## src/rtl/hack_soc_pkg.sv

```systemverilog
// Shared SoC definitions: default bus widths and the VRAM arbiter FSM state encoding.
package hack_soc_pkg;

  localparam int HACK_AW = 16;
  localparam int HACK_DW = 16;

  typedef enum logic [1:0] {
    IDLE      = 2'd0,
    BUSY_DISP = 2'd1,
    BUSY_CPU  = 2'd2,
    DONE      = 2'd3
  } arb_state_e;

endpackage

```

## src/rtl/vram_arbiter.sv

```systemverilog
// Two-requester (display, CPU) arbiter in front of a single QSPI SRAM controller port.
// Optional CPU starvation guard is enabled by defining VRAM_ARB_STARVE_GUARD_EN.
module vram_arbiter
  import hack_soc_pkg::*;
#(
  parameter int AW             = HACK_AW,
  parameter int DW             = HACK_DW,
  parameter int MAX_DISP_BURST = 4
) (
  input  logic          clk,
  input  logic          reset_n,
  input  logic          disp_req,
  input  logic [AW-1:0] disp_addr,
  output logic [DW-1:0] disp_rdata,
  output logic          disp_ack,
  input  logic          cpu_req,
  input  logic          cpu_we,
  input  logic [AW-1:0] cpu_addr,
  input  logic [DW-1:0] cpu_wdata,
  output logic [DW-1:0] cpu_rdata,
  output logic          cpu_ack,
  output logic          mem_req,
  output logic          mem_we,
  output logic [AW-1:0] mem_addr,
  output logic [DW-1:0] mem_wdata,
  input  logic [DW-1:0] mem_rdata,
  input  logic          mem_ready
);

  if (MAX_DISP_BURST < 1 || MAX_DISP_BURST > 15) begin : g_bad_burst
    $error("vram_arbiter: MAX_DISP_BURST must be within 1..15");
  end

  arb_state_e r_state;
  logic       w_any_req;
  logic       w_cpu_win;

  assign w_any_req = disp_req | cpu_req;

`ifdef VRAM_ARB_STARVE_GUARD_EN
  localparam int            CW      = $clog2(MAX_DISP_BURST + 1);
  localparam logic [CW-1:0] MAX_CNT = CW'(MAX_DISP_BURST);

  logic [CW-1:0] r_starve_cnt;

  // Once the display has won MAX_DISP_BURST times in a row over a waiting CPU, the CPU wins.
  assign w_cpu_win = cpu_req & (~disp_req | (r_starve_cnt == MAX_CNT));

  // Starvation counter, updated only when an IDLE decision is taken
  always_ff @(posedge clk or negedge reset_n) begin
    if (!reset_n) begin
      r_starve_cnt <= '0;
    end else if (r_state == IDLE) begin
      if (!cpu_req || w_cpu_win) begin
        r_starve_cnt <= '0;
      end else begin
        r_starve_cnt <= r_starve_cnt + CW'(1);
      end
    end else begin
      r_starve_cnt <= r_starve_cnt;
    end
  end
`else
  assign w_cpu_win = cpu_req & ~disp_req;
`endif

  // Arbitration FSM with registered memory-side and requester-side outputs
  always_ff @(posedge clk or negedge reset_n) begin
    if (!reset_n) begin
      r_state    <= IDLE;
      mem_req    <= 1'b0;
      mem_we     <= 1'b0;
      mem_addr   <= '0;
      mem_wdata  <= '0;
      disp_rdata <= '0;
      disp_ack   <= 1'b0;
      cpu_rdata  <= '0;
      cpu_ack    <= 1'b0;
    end else begin
      case (r_state)
        IDLE: begin
          if (w_any_req) begin
            mem_req <= 1'b1;
            if (w_cpu_win) begin
              mem_we    <= cpu_we;
              mem_addr  <= cpu_addr;
              mem_wdata <= cpu_wdata;
              r_state   <= BUSY_CPU;
            end else begin
              mem_we    <= 1'b0;
              mem_addr  <= disp_addr;
              mem_wdata <= '0;
              r_state   <= BUSY_DISP;
            end
          end else begin
            r_state <= IDLE;
          end
        end
        BUSY_DISP: begin
          if (mem_ready) begin
            disp_rdata <= mem_rdata;
            disp_ack   <= 1'b1;
            mem_req    <= 1'b0;
            r_state    <= DONE;
          end else begin
            r_state <= BUSY_DISP;
          end
        end
        BUSY_CPU: begin
          // Writes also load cpu_rdata with whatever the controller returns.
          if (mem_ready) begin
            cpu_rdata <= mem_rdata;
            cpu_ack   <= 1'b1;
            mem_req   <= 1'b0;
            r_state   <= DONE;
          end else begin
            r_state <= BUSY_CPU;
          end
        end
        DONE: begin
          disp_ack <= 1'b0;
          cpu_ack  <= 1'b0;
          r_state  <= IDLE;
        end
        default: begin
          mem_req  <= 1'b0;
          disp_ack <= 1'b0;
          cpu_ack  <= 1'b0;
          r_state  <= IDLE;
        end
      endcase
    end
  end

endmodule

```

## config.mk

```make
export PLATFORM = sky130hd
export DESIGN_NAME = vram_arbiter
export DESIGN_NICKNAME = d
export VERILOG_FILES = /design/src/rtl/hack_soc_pkg.sv /design/src/rtl/vram_arbiter.sv
export SDC_FILE = /design/constraint.sdc
export NUM_CORES = 1
export LEC_CHECK = 0
export CORE_UTILIZATION = 41
export CTS_CLUSTER_SIZE = 25
export DETAILED_ROUTE_END_ITERATION = 10
export PLACE_DENSITY = 0.8
export SLEW_MARGIN = 30
export SYNTH_ARGS = -nofsm -noshare
export SYNTH_HDL_FRONTEND = slang
export SYNTH_SLANG_ARGS = --single-unit
```

## constraint.sdc

```tcl
create_clock -name clk -period 1.8 [get_ports clk]
set_input_delay 0.36 -clock clk [delete_from_list [all_inputs] [get_ports clk]]
set_output_delay 0.36 -clock clk [all_outputs]
set_load 0.02 [all_outputs]
```

==> implementation parameters, run 1 <==
Parameter                              Value

Routing
  Detailed-routed wire length on met2 ... 3560 um
  Detailed Route WL ... 7300 um
  DRC Markers ... 0
  Post-detailed-route count of antenna-violating nets ... 0
  Top layer in use ... met4
  Detailed-router iteration count before antenna repair ... 4
  Per-cell via count in the routed design ... 5.09
  Length of routed met3 wiring ... 432 um
  Via count ... 2,330
  Average detailed-routed wire length per instance ... 15.9 um
  DRT iter0 DRCs ... 83
  Met1 Routed Length ... 3210 um

Worst setup path
  CP delay by family, top ... buffers and inverters
  Nature of the critical path endpoint ... output pin
  CP Data Required Time ... 1.44 ns
  Number of buffers and inverters on the critical path ... 1
  Cells traversed along the worst timing path ... clkdlybuf4s50_1
  Top fanout value on the critical path ... 3
  Slowest cell on the critical path ... clkdlybuf4s50_1
  Critical path class ... reg -> out
  Arrival time reported for the critical path endpoint ... 1.34 ns
  Crit start category ... flip-flop
  Maximum single-stage delay on the critical path ... 0.64 ns

Power and ir drop
  Overall Power ... 8.96 mW
  Peak ir drop on the vdd network ... 0.000895 V
  Pwr per Cell Area ... 1910 nW/um^2
  Leakage power total ... 2.05 nW

Global routing
  Via count of the first global-routing pass ... 2,446
  Aggregate global routing overflow ... 0
  Global-route wire length before repair ... 11,700 um
  Number of antenna violations at the first check in global routing ... 0
  Combined global-route utilization of all metal layers ... 20.1%
  Pin count of the biggest net entering global routing ... 23

Floorplanning
  Core ar. ... 6910 sq um
  Die Span X ... 87.4 um
  Number of rows in the core area ... 30
  Io pins ... 138
  Die area ... 7630 sq um
  Die height ... 87.4 um
  Initial Utilization ... 43.3%

STA
  Final hold viol count ... 0
  Min Clock Period, post-route ... 1.70 ns
  Post-route clock period utilization ... 94.6%
  Final max-slew violation count ... 0
  Setup repair after global routing missed its margin ... no
  Relative slew slack ... 53.7%
  Clock Skew ... 0.00607 ns
  Achievable Freq ... 587 MHz
  Setup violations, final ... 0
  Transition time at the pin with the least slew margin ... 0.695 ns

Min path
  Hold Path Class ... reg -> reg

Logic synthesis
  Synthesized area per cell ... 14.0 sq um
  Post-synthesis adder-cell area fraction ... 2.09%
  Sequential element share of the synthesized area ... 58.6%
  Predominant post-synthesis flop cell ... dfrtp_1
  Cell count after synthesis ... 213
  Compound-cell area share of the yosys netlist ... 16.2%
  Yosys Warn Count ... 0
  Post-synthesis register bit count ... 70
  Xor/xnor cell area share of the yosys netlist ... 0%
  Number of enable-type register cells in the synthesized netlist ... 0
  Mux share of post-synthesis cell area ... 14.3%
  Netlist Area Pre-Place ... 2990 sq um
  Area fraction in and, or, nand and nor cells after synthesis ... 5.19%
  Main combinational cell family by area after synthesis ... compound AO/OA/AOI/OAI gates
  Async SR Flop Fraction ... 100%
  Count of cell types in the netlist ... 30
  Net Count, Synth ... 288

Layout
  Area used by sequential logic in the layout ... 1750 sq um
  Fraction of final layout cells with drive strength greater than 1 ... 17.1%
  Filler-free cell count of the finished design ... 458
  Multi-input gate area in the final layout ... 1130 sq um
  Most common cell after layout, fill and taps aside ... clkdlybuf4s50_1
  Antenna Diode Count ... 0
  Number of fill cells ... 572
  Leading cell types in the layout, fill and taps excluded ... 136 x clkdlybuf4s50_1, 70 x dfrtp_1, 18 x mux2_4, 18 x a22o_1, 16 x o22ai_1
  Post-synthesis to final-layout area growth ... 57.1%
  Count of nets after finishing ... 433

Placement
  I/O Buffers ... 137
  Detailed placer's ending HPWL ... 5290 um
  Total instance count after detailed placement ... 442
  Final weighted congestion in routability-driven placement ... 0.733

Flow run
  Number of maximum-capacitance violations ... 0

Clocking
  Num Clock Sinks ... 70
  Library cell used as clock root buffer ... clkbuf_8
  Clk slew on worst S/H paths ... 0.07 ns
  Number of levels the H-tree was split into ... 3
  Cells resized by post-CTS repair ... 0
  Clock latency of the later-clocked register in the worst-skew pair ... 0.33 ns
  TritonCTS clock tree ... built
  Maximum clock insertion buffer count ... 2
  TritonCTS Buffers ... 9

Run status
  Run status ... completed
## report_power, final
part / switching, mW / internal [mW]
logic: 2.17 / 2.49
clock network: 0.592 / 0.813
registers: 0.511 / 2.39
## layer usage
metal / global-route usage, % / vias up
met4: 7.30 / 0
li1: - / 1087
met5: 0 / -
met2: 33.2 / 89
met3: 3.98 / 12
met1: 26.2 / 1142
## final timing paths
path                            cells after the start    startpoint       endpoint  slack, ns
min in group asynchronous                           2       reset_n  mem_wdata[13]       0.51
worst min-delay path                                1  mem_wdata[2]   mem_wdata[2]       0.50
max in group asynchronous                           3       reset_n    mem_addr[9]       0.73
worst max register to register                      6    r_state[0]   mem_addr[10]       0.21
worst min register to register                      1  mem_wdata[2]   mem_wdata[2]       0.50
worst max-delay path                                1   mem_addr[6]    mem_addr[6]        0.1
## cell type report
type                            instances  share of cell area [%]
Multi-Input combinational cell        127                    24.1
Tap cell                               96                    2.56
Inverter                                6                   0.480
Clock inverter                          5                    1.79
Sequential cell                        70                    37.3
Timing Repair Buffer                  144                    30.8
Clock buffer                           10                    2.93
## per-stage QoR
| step | TNS [ns] | hold slack (ns) | cell area [sq um] | setup slack [ns] | util [%] |
|---|---|---|---|---|---|
| floorplan | 0 | 0.0644 | 2990 | 0.371 | - |
| detailed placement | -0.767 | 0.345 | 4460 | -0.0672 | 64.6 |
| global route | 0 | 0.521 | 4690 | 0.0506 | 68.0 |
| global placement | 0 | 0.340 | 4460 | 0.0466 | 64.6 |
| finish | 0 | 0.502 | 4690 | 0.0965 | 68.0 |
| CTS | 0 | 0.507 | 4690 | 0.0842 | 68.0 |
## cells in the mapped netlist, types with 2 or more instances
cell type  number  share of area [%]
dfrtp_1        70                 59
buf_6           5                1.9
inv_1           4               0.50
nand2_1        11                1.4
a22oi_1         2               0.50
mux2_4         18                9.0
o22ai_1        16                3.4
o21ai_0         5               0.84
nor2_1          3               0.38
a21oi_1         8                1.3
ha_1            5                2.1
nand2_4         2               0.75
a22o_1         18                5.3
nor2b_1         3               0.63
a221o_1         7                2.3
o2bb2ai_1       7                2.1
mux2_2         14                5.3
buf_2           3               0.50
## state kept, by name, summed over array words and instances (netlist names), 2 cells and up
signal      count
mem_addr       16
mem_wdata      16
cpu_rdata      16
r_state         2
disp_rdata     16
## kinds of logic (layout without fill, tap and decap cells)
| kind of cell | Yosys count | after routing |
|---|---|---|
| AO/OA/AOI/OAI | 65 | 65 |
| adder cells (fa/ha/maj) | 5 | 5 |
| buffers and inverters | 16 | 165 |
| flip-flops | 70 | 70 |
| multiplexers | 32 | 32 |
| AND/OR/NAND/NOR | 25 | 25 |
## worst reg2reg max path: stages, from the launching register on
cell and delay [ns]:
dfrtp_1 0.40, inv_1 0.11, ha_1 0.25, buf_4 0.19, inv_2 0.11, o2bb2ai_1 0.15
a221o_1 0.27
## what timing repair did
action                    CTS  global route
hold endpoints to repair   17             0
buffers inserted            0             0
hold buffers                1             0
Note: power is estimated with default switching activity, not from simulation.
==> inputs of run 2 (changes only) <==
- CORE_ASPECT_RATIO: unset -> 0.9
- PLACE_DENSITY: 0.8 -> 0.77
- TNS_END_PERCENT: unset -> 50
==> run 2 against run 1 <==
Clock power decreased by 3%. First-iteration DRC count decreased by 31%. Non-clock buffer count decreased by 4. Critical path depth unchanged. Largest cell class unchanged.
==> implementation parameters, run 2 (synthesized netlist as in run 1, its figures left out) <==
Parameter                              Value

Clocking
  Number of levels the H-tree was split into ... 3 (unchanged)
  TritonCTS clock tree ... built
  Clk slew on worst S/H paths ... 0.08 ns (about the same)
  Buffer count from post-CTS setup fixing ... 0 (unchanged)
  TritonCTS Buffers ... 9 (unchanged)
  Clock latency of the later-clocked register in the worst-skew pair ... 0.34 ns (about the same)
  Library cell used as clock root buffer ... clkbuf_8
  CTS Hold Bufs ... 0 (-1)
  Num Clock Sinks ... 70 (unchanged)
  Maximum clock insertion buffer count ... 2 (unchanged)

Layout
  Most common cell after layout, fill and taps aside ... clkdlybuf4s50_1
  Antenna Diode Count ... 0 (unchanged)
  Leading cell types in the layout, fill and taps excluded ... 136 x clkdlybuf4s50_1, 70 x dfrtp_1, 18 x mux2_4, 18 x a22o_1, 16 x o22ai_1
  Post-synthesis to final-layout area growth ... 55.4%
  Filler-free cell count of the finished design ... 452 (-1.3%)
  Fraction of final layout cells with drive strength greater than 1 ... 17.0% (-0.14 points)
  Count of nets after finishing ... 429 (-0.92%)

Floorplanning
  Core ar. ... 7040 sq um (+1.9%)
  Number of rows in the core area ... 29 (-3.3%)
  Die area ... 7630 sq um (about the same)
  Die height ... 83.0 um (-5.0%)
  Io pins ... 138 (unchanged)
  Die Span X ... 92.0 um (+5.3%)
  Initial Utilization ... 42.4% (-0.82 points)

Worst setup path
  Cells traversed along the worst timing path ... clkdlybuf4s50_1
  Slowest cell on the critical path ... clkdlybuf4s50_1
  Maximum single-stage delay on the critical path ... 0.63 ns (about the same)
  Reg-to-reg critical path startpoint ... r_state[0]
  Worst reg-to-reg setup slack ... 0.16 ns (-0.05 ns)
  Critical path depth ... 1 (unchanged)
  Top fanout value on the critical path ... 3 (unchanged)
  Nature of the critical path endpoint ... output pin
  Arrival time reported for the critical path endpoint ... 1.36 ns (+0.02 ns)
  Capture instance of the worst register-to-register path ... mem_addr[2]
  Count of cells along the worst register-to-register path ... 6 (unchanged)
  Critical path class ... reg -> out
  Crit start category ... flip-flop
  CP Data Required Time ... 1.44 ns (about the same)
  CP delay by family, top ... buffers and inverters
  Number of buffers and inverters on the critical path ... 1 (unchanged)

Placement
  Final weighted congestion in routability-driven placement ... 0.728 (-0.56%)
  I/O Buffers ... 137 (unchanged)
  Total instance count after detailed placement ... 436 (-1.4%)
  Detailed placer's ending HPWL ... 5110 um (-3.4%)

Routing
  Detailed Route WL ... 7410 um (+1.5%)
  Per-cell via count in the routed design ... 5.10 (+0.20%)
  Post-detailed-route count of antenna-violating nets ... 0 (unchanged)
  DRT iter0 DRCs ... 57 (-31%)
  DRC Markers ... 0 (unchanged)
  Via count ... 2,304 (-1.1%)
  Average detailed-routed wire length per instance ... 16.4 um (+2.8%)
  Detailed-router iteration count before antenna repair ... 4 (unchanged)

Flow run
  Number of maximum-capacitance violations ... 0 (unchanged)

STA
  Final max-slew violation count ... 0 (unchanged)
  Final hold viol count ... 0 (unchanged)
  Clock Skew ... 0.00856 ns (+0.00250 ns)
  Min Clock Period, post-route ... 1.72 ns (+0.0136 ns)
  Setup violations, final ... 0 (unchanged)
  Achievable Freq ... 582 MHz (-0.79%)
  Transition time at the pin with the least slew margin ... 0.722 ns (+0.0277 ns)
  Min Hold Slack ... 0.0325 ns (-0.469 ns)
  Setup repair after global routing missed its margin ... no
  Post-route clock period utilization ... 95.4% (+0.76 points)
  Relative slew slack ... 51.8% (-1.8 points)

Power and ir drop
  Peak ir drop on the vdd network ... 0.00100 V (+12%)
  Leakage power total ... 2.03 nW (-1.1%)
  Pwr per Cell Area ... 1920 nW/um^2 (+0.62%)

Run status
  Run status ... completed

Global routing
  Global-route wire length before repair ... 12,000 um (+2.5%)
  Combined global-route utilization of all metal layers ... 20.3% (+0.24 points)
  Number of antenna violations at the first check in global routing ... 0 (unchanged)
  Aggregate global routing overflow ... 0 (unchanged)
  Pin count of the biggest net entering global routing ... 71 (+210%)
  Via count of the first global-routing pass ... 2,414 (-1.3%)

Min path
  Hold Path Class ... in -> async
==> run 2: changes by cell type in the layout (fill, tap and decap cells not counted), sizes merged <==
cell         change
buf              -3
clkinv           +2
clkinvlp         -1
dlygate4sd3      -1
==> run 2: worst max path at each step <==
stage | slack, ns | startpoint | endpoint
final | 0.08 | mem_addr[12] | mem_addr[12]
after global routing | 0.03 | r_state[0] | mem_addr[2]
after CTS | 0.06 | mem_addr[12] | mem_addr[12]
after detailed placement | -0.06 | disp_req | mem_wdata[3]
after global placement | 0.04 | disp_req | mem_wdata[13]
after floorplan | 0.37 | r_state[0] | mem_addr[0]
==> run 2: where the power goes <==
| group | switching (mW) | internal (mW) |
|---|---|---|
| combinational | 2.18 | 2.48 |
| sequential | 0.512 | 2.39 |
| clock | 0.587 | 0.778 |
| total | 3.28 | 5.64 |
==> run 2: what timing repair did <==
| item | in CTS | in global routing |
|---|---|---|
| gates resized for setup | 1 | 1 |
| pin swaps | 0 | 0 |
| setup endpoints to repair | 8 | 6 |
==> run 2: final cells by class <==
type | count | area [sq um]
Clock buffer | 10 | 128
Clock inverter | 6 | 86.3
Fill cell | 553 | 2400
Timing Repair Buffer | 140 | 1400
Sequential cell | 70 | 1750
Multi-Input combinational cell | 127 | 1140
Inverter | 6 | 22.5
Tap cell | 93 | 116
==> run 2: layer usage <==
metal	up-vias	share of wire [%]	GRT usage (%)
li1	1078	-	-
met1	1126	45	27.3
met2	93	46	30.7
met3	7	7.9	6.59
met4	0	1.1	7.67
met5	-	0	0
==> run 2: metrics by stage <==
step | cell area [sq um] | power [mW] | setup TNS [ns] | setup WS [ns] | util, %
final | 4640 | 8.92 | 0 | 0.0828 | 65.9
after global routing | 4640 | 9.41 | 0 | 0.0268 | 65.9
after CTS | 4640 | 9.00 | 0 | 0.0620 | 65.9
after detailed placement | 4420 | 7.58 | -0.900 | -0.0560 | 62.8
after global placement | 4420 | 7.46 | 0 | 0.0406 | 62.8
after floorplan | 2990 | 5.48 | 0 | 0.371 | -
==> inputs of run 3 (changes only) <==
- CORE_UTILIZATION: 41 -> 40
- PLACE_DENSITY: 0.77 -> 0.75
==> run 3 against run 2 <==
Critical path depth unchanged. Non-clock buffer count up 2. Setup slack worse by 0.0071 ns. Count of clock-buffer cells in the layout unchanged. Critical path type unchanged. Critical endpoint is now mem_addr[3]. Largest cell class unchanged.
==> implementation parameters, run 3 (synthesized netlist as in run 1, its figures left out) <==
Parameter                              Value

Worst setup path
  Maximum single-stage delay on the critical path ... 0.62 ns (about the same)
  CP Data Required Time ... 1.44 ns (about the same)
  Capture instance of the worst register-to-register path ... mem_addr[12]
  CP delay by family, top ... buffers and inverters
  Arrival time reported for the critical path endpoint ... 1.36 ns (about the same)
  Cells traversed along the worst timing path ... clkdlybuf4s50_1
  Crit start category ... flip-flop
  Worst reg-to-reg setup slack ... 0.20 ns (+0.04 ns)
  Slowest cell on the critical path ... clkdlybuf4s50_1
  Critical path class ... reg -> out
  Number of buffers and inverters on the critical path ... 1 (unchanged)
  Count of cells along the worst register-to-register path ... 6 (unchanged)
  Nature of the critical path endpoint ... output pin
  Top fanout value on the critical path ... 3 (unchanged)
  Reg-to-reg critical path startpoint ... r_state[0]

STA
  Achievable Freq ... 580 MHz (-0.41%)
  Setup TNS ... 0 ns (unchanged)
  Transition time at the pin with the least slew margin ... 0.714 ns (-0.00841 ns)
  Final max-slew violation count ... 0 (unchanged)
  Relative slew slack ... 52.4% (+0.56 points)
  Final hold viol count ... 0 (unchanged)
  Setup violations, final ... 0 (unchanged)
  Post-route clock period utilization ... 95.8% (+0.40 points)
  Setup repair after global routing missed its margin ... no
  Min Clock Period, post-route ... 1.72 ns (+0.00712 ns)
  Clock Skew ... 0.00460 ns (-0.00397 ns)

Clocking
  Number of levels the H-tree was split into ... 3 (unchanged)
  Buffer count from post-CTS setup fixing ... 0 (unchanged)
  CTS Hold Bufs ... 0 (unchanged)
  Clk slew on worst S/H paths ... 0.07 ns (about the same)
  Num Clock Sinks ... 70 (unchanged)
  Clock latency of the later-clocked register in the worst-skew pair ... 0.34 ns (about the same)
  Library cell used as clock root buffer ... clkbuf_8
  Cells resized by post-CTS repair ... 0 (-1)
  TritonCTS clock tree ... built
  TritonCTS Buffers ... 9 (unchanged)
  Maximum clock insertion buffer count ... 2 (unchanged)

Layout
  Most common cell after layout, fill and taps aside ... clkdlybuf4s50_1
  Count of nets after finishing ... 431 (+0.47%)
  Fraction of the core area covered by cells at the end of the flow ... 65.7% (-0.20 points)
  Filler-free cell count of the finished design ... 454 (+0.44%)
  Antenna Diode Count ... 0 (unchanged)
  Post-synthesis to final-layout area growth ... 57.3%
  Leading cell types in the layout, fill and taps excluded ... 136 x clkdlybuf4s50_1, 70 x dfrtp_1, 18 x mux2_4, 18 x a22o_1, 16 x o22ai_1
  Fraction of final layout cells with drive strength greater than 1 ... 16.9% (-0.094 points)
  Finished Cell Area ... 4700 sq um (+1.2%)

Floorplanning
  Number of rows in the core area ... 29 (unchanged)
  Die Span X ... 93.1 um (+1.2%)
  Io pins ... 138 (unchanged)
  Core ar. ... 7150 sq um (+1.5%)
  Die area ... 7820 sq um (+2.4%)
  Die height ... 84.0 um (+1.2%)
  Initial Utilization ... 41.8% (-0.65 points)

Routing
  Detailed-router iteration count before antenna repair ... 4 (unchanged)
  Post-detailed-route count of antenna-violating nets ... 0 (unchanged)
  Detailed Route WL ... 7470 um (+0.86%)
  DRC Markers ... 0 (unchanged)
  Via count ... 2,310 (+0.26%)
  Per-cell via count in the routed design ... 5.09 (-0.18%)
  DRT iter0 DRCs ... 76 (+33%)
  Average detailed-routed wire length per instance ... 16.5 um (+0.42%)

Global routing
  Aggregate global routing overflow ... 0 (unchanged)
  Global-route wire length before repair ... 12,100 um (+0.35%)
  Via count of the first global-routing pass ... 2,400 (-0.58%)
  Combined global-route utilization of all metal layers ... 20.0% (-0.28 points)
  Number of antenna violations at the first check in global routing ... 0 (unchanged)
  Pin count of the biggest net entering global routing ... 71 (unchanged)

Power and ir drop
  Leakage power total ... 2.06 nW (+1.7%)
  Overall Power ... 9.22 mW (+3.4%)
  Pwr per Cell Area ... 1960 nW/um^2 (+2.2%)
  Peak ir drop on the vdd network ... 0.000993 V (-0.71%)

Run status
  Run status ... completed

Placement
  Total instance count after detailed placement ... 438 (+0.46%)
  Area after detailed placement ... 4440 sq um (+0.34%)
  I/O Buffers ... 137 (unchanged)
  Final weighted congestion in routability-driven placement ... 0.776 (+6.5%)
  Detailed placer's ending HPWL ... 5160 um (+0.91%)

Flow run
  Number of maximum-capacitance violations ... 0 (unchanged)

Min path
  Hold Path Class ... in -> async
[run 3: through the flow]
| step | hold WS (ns) | worst slack, ns |
|---|---|---|
| floorplan | 0.0644 | 0.371 |
| global placement | 0.412 | 0.0328 |
| detailed placement | 0.412 | -0.0421 |
| CTS | 0.0353 | 0.0723 |
| global route | 0.0428 | 0.0345 |
| finish | 0.0266 | 0.0757 |
[run 3: worst reg2reg max path, delay by kind of cell, from the launching register on]
kind                       cells  cell delay, ns
adders and majority gates      1            0.22
buffers and inverters          3            0.43
DFF                            1            0.41
AOI/OAI and AO/OA              2            0.42
[run 3: layout make-up]
type | count | area [sq um]
clock buffers | 10 | 128
clock inverters | 6 | 134
fillers | 550 | 2450
inverters | 6 | 22.5
multi-input cells | 127 | 1130
flip-flops and latches | 70 | 1750
well taps | 93 | 116
repair buffers | 142 | 1420
[run 3: worst max-delay path by stage]
stage          slack (ns)  cells after the start          from      endpoint
4_1_cts              0.07                      1   mem_addr[3]   mem_addr[3]
5_1_grt              0.03                      1  mem_addr[14]  mem_addr[14]
3_3_place_gp         0.03                      3       cpu_req  mem_wdata[7]
3_5_place_dp        -0.04                      3       cpu_req  mem_wdata[4]
6_report             0.08                      1   mem_addr[3]   mem_addr[3]
2_1_floorplan        0.37                      7    r_state[0]   mem_addr[0]
[run 3: per-layer routing]
| layer | GRT usage, % | routed length [um] |
|---|---|---|
| met5 | 0 | 0 |
| met4 | 4.34 | 53 |
| met2 | 31.4 | 3520 |
| met1 | 26.5 | 3340 |
| met3 | 7.56 | 567 |
[run 3: power by group]
part	switching [mW]	internal, mW
clock	0.583	1.06
combinational	2.19	2.48
sequential	0.517	2.39
total	3.29	5.93
